==> src/rtl/sfq_pipelined_adder_nbit.sv <==
// Bit-level pipelined ripple-carry adder/subtractor: operands are skewed per bit, rippled
// through FA_LAT-stage full-adder slices, and deskewed so one word enters and leaves per cycle.
module sfq_pipelined_adder_nbit #(
    parameter int WIDTH  = 8,
    parameter int FA_LAT = 3
) (
    input  logic             clk,
    input  logic             rst,
    input  logic             in_valid,
    input  logic             sub,
    input  logic             cin,
    input  logic [WIDTH-1:0] a,
    input  logic [WIDTH-1:0] b,
    output logic             out_valid,
    output logic [WIDTH-1:0] sum,
    output logic             cout,
    output logic             ovf
);
    localparam int L = FA_LAT * WIDTH;

    // vld[d] is the valid of the word sitting at pipeline depth d (depth 0 = input register).
    logic [L:0]       vld;
    logic [WIDTH-1:0] a_r;
    logic [WIDTH-1:0] eb_r;
    logic             cin_r;
    logic [WIDTH:0]   carry;
    logic [WIDTH-1:0] sum_bit;
    logic             ovf_msb;

    // NOTE: reset is synchronous, so it lives inside the clocked branch and every register
    // update uses <= so all stages sample the pre-edge values of their neighbours.
    always_ff @(posedge clk) begin
        if (rst) begin
            vld   <= '0;
            a_r   <= '0;
            eb_r  <= '0;
            cin_r <= 1'b0;
        end else begin
            vld   <= {vld[L-1:0], in_valid};
            a_r   <= in_valid ? a : '0;
            eb_r  <= in_valid ? (sub ? ~b : b) : '0;
            cin_r <= in_valid & cin;
        end
    end

    assign carry[0] = cin_r;

    for (genvar i = 0; i < WIDTH; i++) begin : g_slice
        localparam int BASE = FA_LAT * i;
        localparam int DS   = FA_LAT * (WIDTH - 1 - i);

        logic              a_in;
        logic              b_in;
        logic [FA_LAT:1]   s_st;
        logic [FA_LAT:1]   c_st;

        // Entry skew: bit i waits until the carry from slice i-1 is ready.
        if (BASE > 0) begin : g_skew
            logic [BASE:1] a_d;
            logic [BASE:1] b_d;
            always_ff @(posedge clk) begin
                if (rst) begin
                    a_d <= '0;
                    b_d <= '0;
                end else begin
                    a_d[1] <= vld[0] ? a_r[i]  : 1'b0;
                    b_d[1] <= vld[0] ? eb_r[i] : 1'b0;
                    for (int j = 2; j <= BASE; j++) begin
                        a_d[j] <= vld[j-1] ? a_d[j-1] : 1'b0;
                        b_d[j] <= vld[j-1] ? b_d[j-1] : 1'b0;
                    end
                end
            end
            assign a_in = a_d[BASE];
            assign b_in = b_d[BASE];
        end else begin : g_noskew
            assign a_in = a_r[i];
            assign b_in = eb_r[i];
        end

        // Full-adder logic resolves into the first slice register; later stages carry it on.
        always_ff @(posedge clk) begin
            if (rst) begin
                s_st <= '0;
                c_st <= '0;
            end else begin
                s_st[1] <= vld[BASE] ? (a_in ^ b_in ^ carry[i]) : 1'b0;
                c_st[1] <= vld[BASE] ? ((a_in & b_in) | (carry[i] & (a_in ^ b_in))) : 1'b0;
                for (int m = 2; m <= FA_LAT; m++) begin
                    s_st[m] <= vld[BASE+m-1] ? s_st[m-1] : 1'b0;
                    c_st[m] <= vld[BASE+m-1] ? c_st[m-1] : 1'b0;
                end
            end
        end

        assign carry[i+1] = c_st[FA_LAT];

        // Signed overflow compares the carry into and out of the MSB, so only that slice needs it.
        if (i == WIDTH - 1) begin : g_ovf
            logic [FA_LAT:1] x_st;
            always_ff @(posedge clk) begin
                if (rst) begin
                    x_st <= '0;
                end else begin
                    x_st[1] <= vld[BASE]
                             ? (carry[i] ^ ((a_in & b_in) | (carry[i] & (a_in ^ b_in))))
                             : 1'b0;
                    for (int m = 2; m <= FA_LAT; m++) begin
                        x_st[m] <= vld[BASE+m-1] ? x_st[m-1] : 1'b0;
                    end
                end
            end
            assign ovf_msb = x_st[FA_LAT];
        end

        // Exit deskew: early sum bits wait for the MSB slice to finish.
        if (DS > 0) begin : g_deskew
            logic [DS:1] s_d;
            always_ff @(posedge clk) begin
                if (rst) begin
                    s_d <= '0;
                end else begin
                    s_d[1] <= vld[BASE+FA_LAT] ? s_st[FA_LAT] : 1'b0;
                    for (int k = 2; k <= DS; k++) begin
                        s_d[k] <= vld[BASE+FA_LAT+k-1] ? s_d[k-1] : 1'b0;
                    end
                end
            end
            assign sum_bit[i] = s_d[DS];
        end else begin : g_nodeskew
            assign sum_bit[i] = s_st[FA_LAT];
        end
    end

    assign out_valid = vld[L];
    assign sum       = sum_bit;
    assign cout      = carry[WIDTH];
    assign ovf       = ovf_msb;

endmodule

==> config.mk <==
export PLATFORM = sky130hd
export DESIGN_NAME = sfq_pipelined_adder_nbit
export DESIGN_NICKNAME = d
export VERILOG_FILES = /design/src/rtl/sfq_pipelined_adder_nbit.sv
export SDC_FILE = /design/constraint.sdc
export NUM_CORES = 1
export LEC_CHECK = 0
export ABC_CLOCK_PERIOD_IN_PS = 1600
export CORE_ASPECT_RATIO = 0.8
export CORE_MARGIN = 2
export CORE_UTILIZATION = 59
export CTS_CLUSTER_SIZE = 10
export DETAILED_ROUTE_END_ITERATION = 8
export HOLD_SLACK_MARGIN = 0.12
export PLACE_DENSITY_LB_ADDON = 0.15
export RECOVER_POWER = 25
export SETUP_SLACK_MARGIN = 0.3
export SLEW_MARGIN = 40
export SYNTH_ARGS = -nofsm -noshare
export SYNTH_HDL_FRONTEND = slang
export SYNTH_SLANG_ARGS = --single-unit
==> constraint.sdc <==
create_clock -name clk -period 1.6 [get_ports clk]
set_clock_uncertainty 0.05 [all_clocks]
set_input_delay 0.16 -clock clk [delete_from_list [all_inputs] [get_ports clk]]
set_output_delay 0.16 -clock clk [all_outputs]
set_load 0.02 [all_outputs]
After elaboration in Yosys (flattened, before gate mapping)
Index checks and enable logic that the tools add are counted.

Shift-type cells: 0. Reductions and logical operators: 25. Add/sub/neg operators: 0. Eq/ne operators: 0. Divide/modulo/power cells: 0. Order comparisons: 0. Multipliers: 0. Muxes and demuxes: 1. Bitwise logic cells: 68.

Operator list (count): 2-bit OR reduction (25); 1-bit NOT (25); 1-bit AND (17); 1-bit bitwise XOR (17); 8-bit 2-to-1 mux (1); 8-bit NOT (1); 1-bit bitwise OR (8).

Memories: 0. RAM bits: 0. Bits in latches: 0. ROM bits: 0. Word-level logic and storage cells: 401. Register bits: 345.

Logic depth before layout (Yosys ltp)
Gate-level depths: netlist of run 1.

Depth after elaboration: 4. Depth in mapped cells: 5. Depth with buffers taken out: 3.

Worst setup path before layout of run 1
OpenSTA, ideal clock, no wires.

Kind: register -> register. From: reg g_slice[6].c_st[3] (netlist name). To: reg g_slice[7].g_ovf.x_st[1] (netlist name). Required time: 1.435 ns. Stages on the path, launching flop included: 4. Library setup time: 0.115 ns. Path slack: 0.386 ns. Data arrival time: 1.049 ns. Period minus slack after synthesis: 1.214 ns. Cells stage by stage: dfxtp_1 > fa_1 > xor2_1 > and2_1.

Cells in the longest elaborated chain, start to end: 3.

RTL lines: from (decl) (line 55) `logic [FA_LAT:1] c_st;`; from (signal, indexed assignment) (line 91) `c_st[m] <= vld[BASE+m-1] ? c_st[m-1] : 1'b0;`; 1-bit AND (line 106) `? (carry[i] ^ ((a_in & b_in) | (carry[i] & (a_in ^ b_in))))`; 1-bit bitwise OR (line 106); 1-bit bitwise XOR (*) (line 106); to (signal, indexed assignment) (line 109) `x_st[m] <= vld[BASE+m-1] ? x_st[m-1] : 1'b0;`; to (decl) (line 100) `logic [FA_LAT:1] x_st;`.

Mark *: on every way between the ends. The rest lies on a longest branch, timed or not. A chain may end at the register's enable or synchronous reset.

Worst setup path in the final report of run 1
From: in rst. To: reg g_slice[4].g_deskew.s_d[2] (netlist name).

Cells in the longest elaborated chain, start to end: 1.

RTL lines: from (decl) (line 8) `input logic rst,`; 2-bit OR reduction (no source line); to (signal, indexed assignment) (line 125) `s_d[k] <= vld[BASE+FA_LAT+k-1] ? s_d[k-1] : 1'b0;`; to (decl) (line 118) `logic [DS:1] s_d;`.

No other way between the ends.

==> results of run 1 <==
## state kept, by name (all words and copies together) (netlist names)
name / count
g_slice.g_skew.a_d: 84
cin_r: 1
g_slice.g_skew.b_d: 84
g_slice.g_ovf.x_st: 3
g_slice.s_st: 24
vld: 25
g_slice.g_deskew.s_d: 84
a_r: 8
eb_r: 8
g_slice.c_st: 24
## cell usage after synthesis
| cell | n | area (µm²) |
|---|---|---|
| nor2b_2 | 7 | 61.3 |
| and2_1 | 312 | 1950 |
| xor2_1 | 1 | 8.76 |
| dfxtp_1 | 345 | 6910 |
| buf_4 | 9 | 67.6 |
| xnor2_1 | 8 | 70.1 |
| buf_2 | 24 | 120 |
| nor2_1 | 8 | 30.0 |
| clkbuf_2 | 1 | 5.00 |
| nand2b_1 | 1 | 6.26 |
| buf_6 | 2 | 22.5 |
| fa_1 | 8 | 160 |
| inv_4 | 1 | 6.26 |
| nor2b_1 | 17 | 106 |
## power breakdown
part           leakage, nW  switching, mW  total [mW]  internal [mW]
sequential            2.78        0.00700        8.64           8.63
combinational         1.21         0.0563       0.137         0.0807
clock                0.505           2.91        7.39           4.48
total                 4.49           2.97        16.2           13.2
## cell type report
type | count | area (µm²)
Timing Repair Buffer | 42 | 377
Fill cell | 1154 | 4810
Clock inverter | 1 | 7.51
Inverter | 1 | 5.00
Multi-Input combinational cell | 362 | 2400
Clock buffer | 41 | 1030
Tap cell | 215 | 269
Sequential cell | 345 | 6910
## per-layer routing
layer	vias to the layer above	routed length [µm]	track usage, %
li1	2302	-	-
met1	2089	5830	19.7
met2	63	6330	27.5
met3	22	545	4.22
met4	0	218	5.70
met5	-	0	0
## worst paths after layout
path	to	slack, ns	cells past startpoint
worst max-delay path	g_slice[4].g_deskew.s_d[2]	0.26	5
worst min-delay path	a_r[2]	0.18	2
worst max register to register	g_slice[7].g_skew.a_d[5]	0.31	2
worst min register to register	g_slice[1].g_deskew.s_d[3]	0.36	1
## kinds of logic (layout without fill, tap and decap cells)
| kind of cell | after synthesis | in the layout | synth area share (%) |
|---|---|---|---|
| xor gates and xnor gates | 9 | 9 | 0.828 |
| buffers and inverters | 37 | 85 | 2.33 |
| and+or+nand+nor | 345 | 345 | 22.6 |
| adders and majority gates | 8 | 8 | 1.68 |
| DFF | 345 | 345 | 72.5 |
## timing repair
action                                  4_1_cts  5_1_grt
cloned                                        0        0
gates resized for setup                      34       12
setup buffers                                 0        0
endpoints found under the setup margin       39       70
hold endpoints to repair                      0        0
==> summary.txt, run 1 <==
Layout
  • Layout net count: 821
  • Diode count: 0
  • Share of layout cells above drive strength 1: 8.33%
  • Layout Cells excl Fill: 1,007
  • Final instance area: 11,000 µm²
  • Most frequent cells in the layout: 345 x dfxtp_1, 276 x and2_1, 41 x clkbuf_16, 36 x and2_0, 20 x clkdlybuf4s50_1
  • Final core utilization: 69.6%
  • Commonest non-fill, non-tap cell in the layout: dfxtp_1
  • P&R area growth vs syn: 15.4%

Logic synthesis
  • Synth cell types: 14
  • Synthesis Warnings: 0
  • Syn_nets: 773
  • Cell Area, Synth: 9520 µm²
  • Syn avg cell area: 12.8 µm²
  • Synth Register Bits: 345
  • Sequential area share after synthesis: 72.5%
  • Cells after Synth: 744

Floorplan
  • Row count: 41
  • Core ar.: 15,800 µm²
  • Ports: 32
  • Chip height: 118 µm
  • Initial Utilization: 60.3%
  • Die width: 146 µm
  • Die area: 17,200 µm²

CTS
  • Cts bufs inserted: 40
  • Clock Pin Slew Worst Setup and Hold Paths: 0.05 ns
  • # clock sinks: 345
  • Clk root buf: clkbuf_16
  • H-tree Lvls: 2
  • Cts hold-fix bufs: 0
  • Later-pin clock latency in the skew report: 0.50 ns
  • CTS tree: yes
  • CTS max path bufs: 3

Drt
  • Detailed Route WL: 12,900 µm
  • Initial DRC Count: 128
  • Via Count: 4,476
  • DRC: 0
  • Routed Antenna Nets: 0
  • Via-to-Cell Ratio: 4.44
  • First drt pass iteration count: 4
  • Wirelength per Cell: 12.8 µm

Run
  • Max Cap Viol: 0

Timing
  • Slew Viols, Final: 0
  • Max Clock Freq: 0.749 GHz
  • RSZ-0062 raised after global routing: true
  • Worst hold margin: 0.178 ns
  • Final worst setup slack: 0.265 ns
  • Final Cycle Share: 83.4%
  • Post-route setup TNS: 0 ns
  • Max_slew headroom: 47.5%
  • Final Hold Vio Count: 0
  • Fin crit period: 1.34 ns
  • Slew @ Worst Pin: 0.787 ns
  • Setup-failing EPs final: 0

Placed design
  • Dpl cell area: 10,000 µm²
  • PortBufs: 31
  • Pre-CTS setup slack: -0.227 ns
  • Placed insts: 965
  • GPL Wtd Cong: 0.711
  • Detail Placement HPWL: 7590 µm

Pwr
  • VDD IR max: 1.07 mV
  • P_leak: 4.49 nW
  • Power, Total: 16.2 mW
  • Power per cell area: 1470 nW/µm²

Setup path
  • Slowest stage delay, CP: 0.55 ns
  • CP max stage cell: nor2b_1
  • CP bufs+invs: 3
  • Reg-to-Reg Start: vld[4]
  • CP Capture Type: register
  • CP max FO: 13
  • Worst EP required: 1.98 ns
  • WS Path Type: primary input to register
  • Crit path cell chain: clkdlybuf4s50_1, buf_12, clkbuf_1, nor2b_1, and2_1
  • Worst setup path startpoint: rst
  • Crit path max-delay family: simple AND/OR/NAND/NOR gates
  • Crit path launch type: primary input
  • Critical path arrival: 1.72 ns

Global routing
  • Initial antenna violation count: 0
  • Largest net degree at the start of global routing: 18
  • Vias in the first global route: 4,757
  • Total gr overflow: 0
  • Total Routing Usage GR: 16.1%
  • First-pass GRT wire length: 22,200 µm

Min path
  • Hold Startpoint: a[2]
  • HP Class: primary input to register

Status
  • Status: completed
(Power assumes the default switching activity.)
==> run 2, diff against run 1 <==
--- a/config.mk
+++ b/config.mk
@@ -5,7 +5,7 @@
 export SDC_FILE = /design/constraint.sdc
 export NUM_CORES = 1
 export LEC_CHECK = 0
-export ABC_CLOCK_PERIOD_IN_PS = 1600
+export ABC_CLOCK_PERIOD_IN_PS = 1300
 export CORE_ASPECT_RATIO = 0.8
 export CORE_MARGIN = 2
 export CORE_UTILIZATION = 59
==> constraint.sdc (replaced) <==
create_clock -name clk -period 1.3 [get_ports clk]
set_clock_uncertainty 0.05 [all_clocks]
set_input_delay 0.13 -clock clk [delete_from_list [all_inputs] [get_ports clk]]
set_output_delay 0.13 -clock clk [all_outputs]
set_load 0.02 [all_outputs]
==> run 2 against run 1 <==
Global-route usage down 0.30 points. Worst setup slack lost 0.13 ns. Power up 24%. Clock power up 26%. Die area stayed put. Clock-buffer cell count increased by 1. Worst hold slack got worse by 0.032 ns. Register-to-register slack worse by 0.16 ns. First-iteration DRC count decreased by 28%. Critical endpoint is now g_slice[7].g_skew.b_d[8]. Critical path type unchanged. Sequential cell count unchanged. Core utilization rose by 1.9 points. Via count grew 3.1%.
==> summary.txt, run 2 (synthesized netlist as in run 1, its figures left out) <==
Status
  • Status: completed

Timing
  • RSZ-0062 raised after global routing: true
  • Final worst setup slack: 0.133 ns
  • Slew @ Worst Pin: 0.514 ns
  • Fin crit period: 1.17 ns
  • Max Clock Freq: 0.857 GHz
  • Final Hold Vio Count: 0
  • Setup-failing EPs final: 0
  • Max_slew headroom: 65.6%
  • Worst hold margin: 0.145 ns
  • Slew Viols, Final: 0
  • Final Cycle Share: 89.7%

CTS
  • H-tree Lvls: 2
  • CTS tree: yes
  • Clock Pin Slew Worst Setup and Hold Paths: 0.05 ns
  • Cts bufs inserted: 40
  • Clk root buf: clkbuf_16
  • Later-pin clock latency in the skew report: 0.50 ns
  • # clock sinks: 345
  • CTS max path bufs: 3

Setup path
  • Most Frequent Cell on Critical Path: clkbuf_2
  • Worst EP required: 1.63 ns
  • Critical path arrival: 1.50 ns
  • CP bufs+invs: 4
  • Slowest stage delay, CP: 0.51 ns
  • WS Path Type: primary input to register
  • Crit path cell chain: clkdlybuf4s50_1, buf_8, clkbuf_2, nor2b_1, clkbuf_2, and2_1
  • Crit path launch type: primary input
  • Crit path max-delay family: buffers and inverters
  • CP Capture Type: register
  • Worst setup path startpoint: rst
  • Reg-to-Reg Start: g_slice[7].g_skew.b_d[21]
  • CP max FO: 15
  • CP max stage cell: clkdlybuf4s50_1

Layout
  • Final instance area: 11,300 µm²
  • Share of layout cells above drive strength 1: 15.7%
  • Final core utilization: 71.5%
  • Biggest regs: g_slice.g_deskew.s_d (84), g_slice.g_skew.a_d (84), g_slice.g_skew.b_d (84)
  • Most frequent cells in the layout: 321 x dfxtp_1, 290 x and2_1, 41 x clkbuf_16, 24 x dfxtp_2, 20 x clkdlybuf4s50_1
  • Multi-input gate area: 2480 µm²
  • Diode count: 0
  • Reg area: 6940 µm²
  • Commonest non-fill, non-tap cell in the layout: dfxtp_1
  • FILL cells: 1,091
  • P&R area growth vs syn: 18.6%
  • Layout net count: 835

Drt
  • First drt pass iteration count: 4
  • Initial DRC Count: 92
  • DRC: 0
  • Routed Antenna Nets: 0
  • Detailed Route WL: 13,000 µm
  • Via-to-Cell Ratio: 4.51
  • Wirelength per Cell: 12.7 µm
  • Via Count: 4,613

Placed design
  • Dpl cell area: 10,100 µm²
  • Pre-CTS setup slack: -0.522 ns
  • PortBufs: 31
  • Detail Placement HPWL: 7690 µm
  • GPL Wtd Cong: 0.708

Pwr
  • Power per cell area: 1780 nW/µm²
  • Psw: 3.65 mW
  • VDD IR max: 1.27 mV
  • Clk network pwr share: 46.1%
  • P_leak: 4.65 nW
  • Gate power share: 1.0%
  • Internal: 16.5 mW
  • Net Sw Frac: 18.2%
  • Reg power frac: 52.9%

Run
  • Max Cap Viol: 0

Global routing
  • Largest net degree at the start of global routing: 18
  • Initial antenna violation count: 0
  • First-pass GRT wire length: 22,000 µm
  • Total gr overflow: 0
  • Total Routing Usage GR: 15.8%
  • Vias in the first global route: 4,769

Min path
  • Hold Startpoint: cin
  • HP Class: primary input to register

Floorplan
  • Die width: 146 µm
  • Ports: 32
  • Row count: 41
  • Die area: 17,200 µm²
  • Chip height: 118 µm
  • Core ar.: 15,800 µm²
  • Initial Utilization: 60.3%
-- run 2: cell count changes in the layout (fill, tap and decap cells not counted), sizes merged --
cell,delta
buf,+22
clkbuf,-1
inv,+1
clkinvlp,-2
bufinv,+1
clkdlybuf4s15,-7
nor2b,+1
-- run 2: per-stage QoR --
step | total power, mW | TNS [ns] | cells
final | 20.1 | 0 | 1022
after global routing | 20.8 | 0 | 1022
after global placement | 11.0 | -106.63 | 971
after floorplan | 10.9 | 0 | 744
after detailed placement | 11.0 | -107.57 | 971
after CTS | 20.3 | 0 | 1014
-- run 2: final timing paths --
check	to	slack (ns)	depth (start not counted)
setup / recovery	g_slice[7].g_skew.b_d[8]	0.13	6
hold / removal	cin_r	0.15	2
setup reg to reg	g_slice[7].g_ovf.x_st[1]	0.15	3
hold reg to reg	g_slice[2].g_skew.a_d[1]	0.37	1
-- run 2: worst register-to-register path, cell delays in order (launching register included) --
cell and delay [ns]:
dfxtp_2 0.32, fa_2 0.38, xor2_1 0.14, and2_1 0.15
-- run 2: layout make-up --
cell class | count | share of cell area, %
sequential | 345 | 61.4
inverter | 1 | 0.0554
tap | 215 | 2.38
clock inverter | 1 | 0.266
timing repair buffer | 55 | 4.82
multi-input combinational | 363 | 21.9
clock buffer | 42 | 9.12
-- run 2: timing repair --
item                       CTS  global route
gates cloned                 0             1
buffers inserted             0             7
gates resized for setup    110            17
setup endpoints to repair  286           260
pin swaps                    2             1
hold buffers                 0             0
-- run 2: routing by layer --
metal	vias to the layer above	GRT usage, %	wire length [µm]
met3	29	4.03	579
met2	74	26.6	6390
met1	2177	19.5	5740
met4	0	6.25	284
met5	-	0	0
li1	2333	-	-
-- run 2: power groups by stage --
stage	sequential [mW]	combinational, mW	clock [mW]
6_report	10.6	0.193	9.28
5_1_grt	10.6	0.211	9.98
4_1_cts	10.6	0.188	9.49
3_5_place_dp	10.8	0.172	0
3_3_place_gp	10.8	0.166	0
2_1_floorplan	10.8	0.0783	0
==> run 3, diff against run 2 <==
--- a/config.mk
+++ b/config.mk
@@ -8,10 +8,9 @@
 export ABC_CLOCK_PERIOD_IN_PS = 1300
 export CORE_ASPECT_RATIO = 0.8
 export CORE_MARGIN = 2
-export CORE_UTILIZATION = 59
+export CORE_UTILIZATION = 35
 export CTS_CLUSTER_SIZE = 10
 export DETAILED_ROUTE_END_ITERATION = 8
-export HOLD_SLACK_MARGIN = 0.12
 export PLACE_DENSITY_LB_ADDON = 0.15
 export RECOVER_POWER = 25
 export SETUP_SLACK_MARGIN = 0.3
==> run 3 against run 2 <==
First-iteration DRC count up 26%. Critical path depth unchanged. Clock-buffer cell count down 1. Maximum frequency down 1.0%. Die area up 66%. Critical path type unchanged. Largest power group unchanged. Critical endpoint is now g_slice[2].g_skew.a_d[1].
==> summary.txt, run 3 (synthesized netlist as in run 1, its figures left out) <==
Drt
  • Wirelength per Cell: 11.1 µm
  • DRC: 0
  • Initial DRC Count: 116
  • Via-to-Cell Ratio: 3.88
  • Routed Antenna Nets: 0
  • Detailed Route WL: 13,000 µm
  • First drt pass iteration count: 3
  • Via Count: 4,522

Timing
  • Worst hold margin: 0.131 ns
  • Final Cycle Share: 90.6%
  • RSZ-0062 raised after global routing: true
  • Slew Viols, Final: 0
  • Final Hold Vio Count: 0
  • Setup-failing EPs final: 0
  • Slew @ Worst Pin: 0.605 ns
  • Max Clock Freq: 0.849 GHz
  • Fin crit period: 1.18 ns
  • Max_slew headroom: 59.6%

Placed design
  • Detail Placement HPWL: 8020 µm
  • PortBufs: 31
  • GPL Wtd Cong: 0.686

CTS
  • Clock Pin Slew Worst Setup and Hold Paths: 0.05 ns
  • Later-pin clock latency in the skew report: 0.50 ns
  • Cts bufs inserted: 40
  • Clk root buf: clkbuf_16
  • CTS tree: yes
  • Cts hold-fix bufs: 0
  • CTS max path bufs: 3
  • # clock sinks: 345
  • H-tree Lvls: 2

Layout
  • FILL cells: 2,462
  • Most frequent cells in the layout: 320 x dfxtp_1, 281 x and2_1, 42 x clkbuf_16, 27 x and2_0, 25 x dfxtp_2
  • Final core utilization: 43.3%
  • P&R area growth vs syn: 20.7%
  • Share of layout cells above drive strength 1: 16.6%
  • Layout net count: 837
  • Diode count: 0
  • Commonest non-fill, non-tap cell in the layout: dfxtp_1
  • Biggest regs: g_slice.g_deskew.s_d (84), g_slice.g_skew.a_d (84), g_slice.g_skew.b_d (84)

Setup path
  • CP max stage cell: clkbuf_1
  • Most Frequent Cell on Critical Path: clkbuf_1
  • CP max FO: 6
  • Critical path arrival: 1.52 ns
  • WS Path Type: primary input to register
  • Crit path cell chain: clkbuf_1, clkbuf_1, clkbuf_1, nor2b_4, buf_4, and2_1
  • Slowest stage delay, CP: 0.41 ns
  • CP Capture Type: register
  • Crit path launch type: primary input
  • Worst EP required: 1.64 ns

Global routing
  • Initial antenna violation count: 0
  • Vias in the first global route: 4,676
  • Largest net degree at the start of global routing: 18
  • First-pass GRT wire length: 22,100 µm
  • Total Routing Usage GR: 9.59%
  • Total gr overflow: 0

Pwr
  • Power, Total: 20.0 mW
  • Clk network pwr share: 45.7%
  • P_leak: 4.64 nW
  • Reg power frac: 53.3%
  • Psw: 3.70 mW
  • Net Sw Frac: 18.5%
  • Power per cell area: 1740 nW/µm²
  • Gate power share: 1.1%
  • VDD IR max: 0.853 mV
  • Internal: 16.3 mW

Floorplan
  • Die width: 188 µm
  • Chip height: 152 µm
  • Row count: 53
  • Ports: 32
  • Die area: 28,600 µm²
  • Core ar.: 26,500 µm²
  • Initial Utilization: 35.9%

Min path
  • HP Class: primary input to register

Status
  • Status: completed

Run
  • Max Cap Viol: 0
[run 3: cell types whose count changed in the layout (fill, tap and decap cells not counted), moves of 3 or more]
cell,before,now
buf_4,10,15
and2_1,290,281
nor2b_2,11,14
nor2b_1,9,4
and2_0,17,27
clkbuf_2,4,1
[run 3: layout make-up]
class,instances,area (µm²),share of cell area [%]
Timing Repair Buffer,58,587,5.10
Clock inverter,1,7.51,0.0653
Clock buffer,41,1030,8.92
Multi-Input combinational cell,362,2490,21.6
Sequential cell,345,6940,60.4
Inverter,1,3.75,0.0327
Tap cell,357,447,3.89
[run 3: worst paths after layout]
path,from,end,slack [ns],cells past startpoint
worst max-delay path,rst,g_slice[2].g_skew.a_d[1],0.12,6
worst min-delay path,a[0],a_r[0],0.13,2
worst max register to register,g_slice[7].g_skew.b_d[21],g_slice[7].g_ovf.x_st[1],0.17,3
worst min register to register,g_slice[6].g_skew.a_d[7],g_slice[6].g_skew.a_d[8],0.37,1
[run 3: what timing repair did]
| item | CTS | global route |
|---|---|---|
| buffers inserted | 4 | 5 |
| pin swaps | 3 | 3 |
| resized for setup | 121 | 14 |
| hold endpoints to repair | 0 | 0 |
| setup endpoints to repair | 239 | 147 |
| gates cloned | 0 | 1 |
[run 3: per-stage QoR]
step	setup TNS [ns]	instances	worst slack, ns	area [µm²]
2_1_floorplan	0	744	0.201	9530
3_3_place_gp	-114.95	1113	-0.772	10200
3_5_place_dp	-108.60	1113	-0.495	10300
4_1_cts	0	1159	0.136	11500
5_1_grt	0	1165	0.0595	11500
6_report	0	1165	0.122	11500
[run 3: worst max-delay path: cells and delay by family]
kind | cells | cell delay (ns)
buffers and inverters | 4 | 1.13
and+or+nand+nor | 2 | 0.24
[run 3: routing by layer]
metal  wire [µm]  global-route usage, %
met5           0                      0
met4         337                   4.41
met3         597                   2.76
met2        6020                   15.9
met1        6010                   11.6
[run 3: power by group through the flow]
stage	combinational, mW	sequential (mW)	clock (mW)
after global placement	0.179	10.8	0
after floorplan	0.0783	10.8	0
after CTS	0.218	10.6	9.44
after global routing	0.231	10.6	9.88
final	0.211	10.6	9.12
after detailed placement	0.183	10.8	0
